`src/rtl/alu_op_pkg.sv`:
```
// Shared definitions for the two-requester ALU arbiter: op codes, FSM states
// and the default operand width.
package alu_op_pkg;

  localparam int WIDTH_DEF = 6;

  localparam logic [3:0] OP_A    = 4'b0001;
  localparam logic [3:0] OP_B    = 4'b0010;
  localparam logic [3:0] OP_NEGA = 4'b0100;
  localparam logic [3:0] OP_NEGB = 4'b0101;
  localparam logic [3:0] OP_NOTA = 4'b1001;
  localparam logic [3:0] OP_NOTB = 4'b1010;

  typedef enum logic [1:0] {
    ST_IDLE = 2'd0,
    ST_EXEC = 2'd1,
    ST_RESP = 2'd2
  } state_t;

endpackage

```
`src/rtl/alu_arb2.sv`:
```
// Two-way grant for the ALU arbiter. Fixed priority (requester 0 wins) by
// default; ALU_ARB_ROUND_ROBIN_EN selects alternating priority instead.
module alu_arb2 (
`ifdef ALU_ARB_ROUND_ROBIN_EN
  input  logic clk,
  input  logic rst,
`endif
  input  logic en,
  input  logic valid0,
  input  logic valid1,
  output logic grant0,
  output logic grant1
);

`ifdef ALU_ARB_ROUND_ROBIN_EN
  // prio1 = 1 means requester 1 wins the next tie.
  logic prio1;

  // NOTE: state registers use non-blocking assignments so every flop samples
  // pre-edge values regardless of block ordering.
  always_ff @(posedge clk or posedge rst) begin
    if (rst)
      prio1 <= 1'b0;
    else if (grant0 || grant1)
      prio1 <= grant0;
  end

  // NOTE: both grants get a default first so no path leaves them unassigned,
  // which would otherwise infer a latch.
  always_comb begin
    grant0 = 1'b0;
    grant1 = 1'b0;
    if (en) begin
      if (valid0 && valid1) begin
        grant0 = !prio1;
        grant1 = prio1;
      end else begin
        grant0 = valid0;
        grant1 = valid1;
      end
    end
  end
`else
  assign grant0 = en && valid0;
  assign grant1 = en && valid1 && !valid0;
`endif

endmodule

```
`src/rtl/alu_op_arbiter.sv`:
```
// Arbitrates two requesters onto one unary ALU: IDLE grants and captures the
// op, EXEC computes and registers the result, RESP holds it until taken.
// Optional macro ALU_ARB_ROUND_ROBIN_EN switches the grant to round-robin.
module alu_op_arbiter
  import alu_op_pkg::*;
#(
  parameter int WIDTH = WIDTH_DEF
) (
  input  logic             clk,
  input  logic             rst,
  input  logic             req0_valid,
  output logic             req0_ready,
  input  logic [3:0]       req0_sel,
  input  logic [WIDTH-1:0] req0_A,
  input  logic [WIDTH-1:0] req0_B,
  input  logic             req1_valid,
  output logic             req1_ready,
  input  logic [3:0]       req1_sel,
  input  logic [WIDTH-1:0] req1_A,
  input  logic [WIDTH-1:0] req1_B,
  output logic             res_valid,
  input  logic             res_ready,
  output logic [WIDTH-1:0] res_X,
  output logic             res_id,
  output logic             res_err,
  output logic             busy
);

  state_t           state;
  logic [3:0]       cap_sel;
  logic [WIDTH-1:0] cap_a;
  logic [WIDTH-1:0] cap_b;
  logic             cap_id;
  logic             grant0;
  logic             grant1;
  logic             arb_en;
  logic [WIDTH-1:0] alu_x;
  logic             alu_err;

  // Gating with rst keeps both readys low while reset is held.
  assign arb_en = (state == ST_IDLE) && !rst;

  alu_arb2 u_arb (
`ifdef ALU_ARB_ROUND_ROBIN_EN
    .clk    (clk),
    .rst    (rst),
`endif
    .en     (arb_en),
    .valid0 (req0_valid),
    .valid1 (req1_valid),
    .grant0 (grant0),
    .grant1 (grant1)
  );

  assign req0_ready = grant0;
  assign req1_ready = grant1;
  assign res_valid  = (state == ST_RESP);
  assign busy       = (state != ST_IDLE);

  always_comb begin
    alu_x   = '0;
    alu_err = 1'b0;
    case (cap_sel)
      OP_A:    alu_x = cap_a;
      OP_B:    alu_x = cap_b;
      OP_NEGA: alu_x = '0 - cap_a;
      OP_NEGB: alu_x = '0 - cap_b;
      OP_NOTA: alu_x = ~cap_a;
      OP_NOTB: alu_x = ~cap_b;
      default: alu_err = 1'b1;
    endcase
  end

  // NOTE: the capture registers are reset along with the FSM; they are few
  // flops and this keeps simulation free of X on the datapath.
  always_ff @(posedge clk or posedge rst) begin
    if (rst) begin
      state   <= ST_IDLE;
      cap_sel <= '0;
      cap_a   <= '0;
      cap_b   <= '0;
      cap_id  <= 1'b0;
      res_X   <= '0;
      res_id  <= 1'b0;
      res_err <= 1'b0;
    end else begin
      case (state)
        ST_IDLE: begin
          if (grant0 || grant1) begin
            cap_sel <= grant1 ? req1_sel : req0_sel;
            cap_a   <= grant1 ? req1_A   : req0_A;
            cap_b   <= grant1 ? req1_B   : req0_B;
            cap_id  <= grant1;
            state   <= ST_EXEC;
          end
        end
        ST_EXEC: begin
          res_X   <= alu_x;
          res_id  <= cap_id;
          res_err <= alu_err;
          state   <= ST_RESP;
        end
        ST_RESP: begin
          if (res_ready)
            state <= ST_IDLE;
        end
        default: state <= ST_IDLE;
      endcase
    end
  end

endmodule

```
`config.mk`:
```
export PLATFORM = sky130hd
export DESIGN_NAME = alu_op_arbiter
export DESIGN_NICKNAME = d
export VERILOG_FILES = /design/src/rtl/alu_op_pkg.sv /design/src/rtl/alu_arb2.sv /design/src/rtl/alu_op_arbiter.sv
export SDC_FILE = /design/constraint.sdc
export NUM_CORES = 1
export LEC_CHECK = 0
export CAP_MARGIN = 15
export CORE_AREA = 3 3 77 79
export DETAILED_ROUTE_END_ITERATION = 12
export DIE_AREA = 0 0 80 82
export SETUP_SLACK_MARGIN = 0.1
export SLEW_MARGIN = 20
export SYNTH_ARGS = -nofsm -noshare
export SYNTH_HDL_FRONTEND = slang
export SYNTH_SLANG_ARGS = --single-unit
```
`constraint.sdc`:
```
create_clock -name clk -period 2.6 [get_ports clk]
set_input_delay 0.65 -clock clk [delete_from_list [all_inputs] [get_ports clk]]
set_output_delay 0.65 -clock clk [all_outputs]
set_load 0.01 [all_outputs]
```
==> metrics.yaml <==
status: "complete, no violations"
grt_util_all_layers_pct: 11.57
cts_tree: "done"
routed_via_density: 4.684
async_reset_ff_share_pct: 100.0
power_density_nw_per_um2: 865.3
place.gp.congestion: 0.8104
syn_area_per_cell_um2: 9.053
syn_nets: 212
ys_types: 30
grt_pass1_wl_um: 5975
cts_buffer_depth: 2
grt_max_degree: 28
drtPass1Iterations: 4
start_util_pct: 29.14
first_global_vias: 1269
gr-usage-met3_pct: 2.083
finalSetupViolCount: 0
yosys_warnings: 0
hold_depth: 2
ff2ff_setup_slack_ns: 0.51
hold_path.class: "flip-flop to flip-flop"
syn_area_um2: 1575
regToRegStartpoint: "cap_sel[1]"
max_slew_margin_pct: 33.47
insertion_delay_ns: 0.27
synth_ff_type: "dfrtp_1"
arrival_ns: 1.77
required_ns: 1.95
htreeDepth: 1
yosys.area.top_type: "dfrtp_1"
pin_count: 49
yosysSeqAreaShare_pct: 42.89
ys_top_cells_by_count: "dfrtp_1, nand2_1, o21ai_0, a22oi_1, xnor2_1"
die-area_um2: 6560
holdPathEnd: "res_id"
io_buffers: 48
finalSetupTns_ns: 0
worstPathCellList: "clkdlybuf4s50_1 > buf_12 > nor2b_2 > and2_1 > dlygate4sd2_1"
max_freq_ghz: 0.4135
grt-busiest-layer: "met1"
rows: 27
end_kind: "primary output"
wirelength_um: 3562
area_growth_pct: 40.67
fin_worst_skew_ns: 0.004805
crit_type: "primary input to primary output"
worstPathMaxFanout: 14
dp_hpwl_um: 2897
cp_slowest_stage_delay_ns: 0.51
use_met2_pct: 16.72
drt_iter0_markers: 87
layout_min_cycle_time_ns: 2.418
synth_edf_count: 0
n_antenna_cell: 0
syn_inst: 174
reg2reg_to: "res_X[4]"
cap_violations: 0
cp-start-kind: "primary input"
critical-path-slowest-cell: "clkdlybuf4s50_1"
drcViolationCount: 0
rr_worst_depth: 7
use_met1_pct: 16.94
peakVddDrop_v: 0.0002977
die_h_um: 82
gr-total-overflow: 0
die_x_um: 80
synth_top_area_share_pct: 42.89
crit_buf_inv: 3
ant_nets: 0
antenna_found_initial: 0
nets: 261
layout-drive-gt1-share_pct: 7.658
rsz0062_at_grt: "no"
cts_root_buf: "clkbuf_8"
fin_total_pwr_uw: 1917
wl_per_cell_um: 12.12
p_leak_uw: 0.0008834
min_from: "res_id"
tightest_slew_ns: 0.9914
cts_hold_buf: 0
finalCritPeriodShare_pct: 93.01
cts_buffers: 3
cts.sinks: 27
finalHoldViolCount: 0
finalMaxSlewViolations: 0
fp.coreArea_um2: 5405
synth-seq-cells: 27
synthTopCellsByArea: "dfrtp_1, a22oi_1, xnor2_1, o21ai_0, nand2_1"
crit_family: "buffers and inverters"
clk_pin_slew_worst_paths_ns: 0.09
vias: 1377
yosysMostFrequentCell: "dfrtp_1"
## placed cells by master, fill, tap and decap left out, types with 6 or more instances in the layout
cell type,count
xnor2_1,13
o21ai_0,22
a22oi_1,21
mux2i_1,6
nand2b_1,7
dfrtp_1,27
nand2_1,23
buf_4,6
clkdlybuf4s50_1,46
o22ai_1,7
## kinds of logic (layout without fill, tap and decap cells)
group | Yosys count | after routing | share of synthesized area (%)
AO/OA/AOI/OAI | 61 | 61 | 24.23
XOR/XNOR | 15 | 15 | 8.340
adder cells (fa/ha/maj) | 1 | 1 | 0.7942
buffers and inverters | 15 | 63 | 4.051
flip-flops | 27 | 27 | 42.89
multiplexers | 7 | 7 | 4.528
AND/OR/NAND/NOR | 48 | 48 | 15.17
## state kept, by name, indices dropped and copies added (netlist names)
| signal | count |
|---|---|
| cap_a | 6 |
| cap_b | 6 |
| cap_id | 1 |
| cap_sel | 4 |
| res_X | 6 |
| res_err | 1 |
| res_id | 1 |
| state | 2 |
## report_power, final
group / internal (µW) / leakage (µW) / switching [µW]
Sequential: 575 / 0.000341 / 181
Clock: 107 / 0.0000255 / 131
Combinational: 511 / 0.000517 / 411
## metrics by stage
| stage | worst slack (ns) | hold slack, ns | std cells | util (%) | area [µm²] |
|---|---|---|---|---|---|
| after floorplan | 0.3932 | 0.4395 | 174 | - | 1575 |
| after global placement | -0.1089 | 0.4691 | 290 | 40.12 | 2168 |
| after detailed placement | -0.1392 | 0.4728 | 290 | 40.12 | 2168 |
| after CTS | 0.1372 | 0.4941 | 294 | 40.93 | 2212 |
| after global routing | 0.1095 | 0.5022 | 294 | 41.00 | 2216 |
| final | 0.1817 | 0.4866 | 294 | 41.00 | 2216 |
## layout make-up
cell class	count	area (µm²)
Sequential cell	27	675.6
Tap cell	72	90.09
Clock inverter	1	5.005
Fill cell	583	3189
Multi-Input combinational cell	132	844.6
Timing Repair Buffer	55	544.3
Clock buffer	3	41.29
Inverter	4	15.01
## routing by layer
| layer | vias to the layer above | wire length [µm] |
|---|---|---|
| met4 | 0 | 43 |
| met2 | 37 | 1549 |
| met1 | 614 | 1800 |
| met3 | 4 | 168 |
| li1 | 722 | - |
| met5 | - | 0 |
## how the worst max path moves through the flow
stage,cells past startpoint,end,slack [ns],start
floorplan,5,req1_ready,0.39,req0_valid
global placement,5,req1_ready,-0.11,req0_valid
detailed placement,5,req1_ready,-0.14,req0_valid
CTS,5,req1_ready,0.14,req0_valid
global route,5,req1_ready,0.11,req0_valid
finish,5,req1_ready,0.18,req0_valid
## worst min-delay path: cells and delay by family (launching register included)
family,cells,cell delay (ns)
flops,1,0.36
simple gates,2,0.10
## repair_timing
action                     CTS  global route
pin swaps                    0             0
setup buffers                0             0
gates resized for setup      2             2
setup endpoints to repair    2             2
No activity file was read; power rests on OpenSTA's default activity.
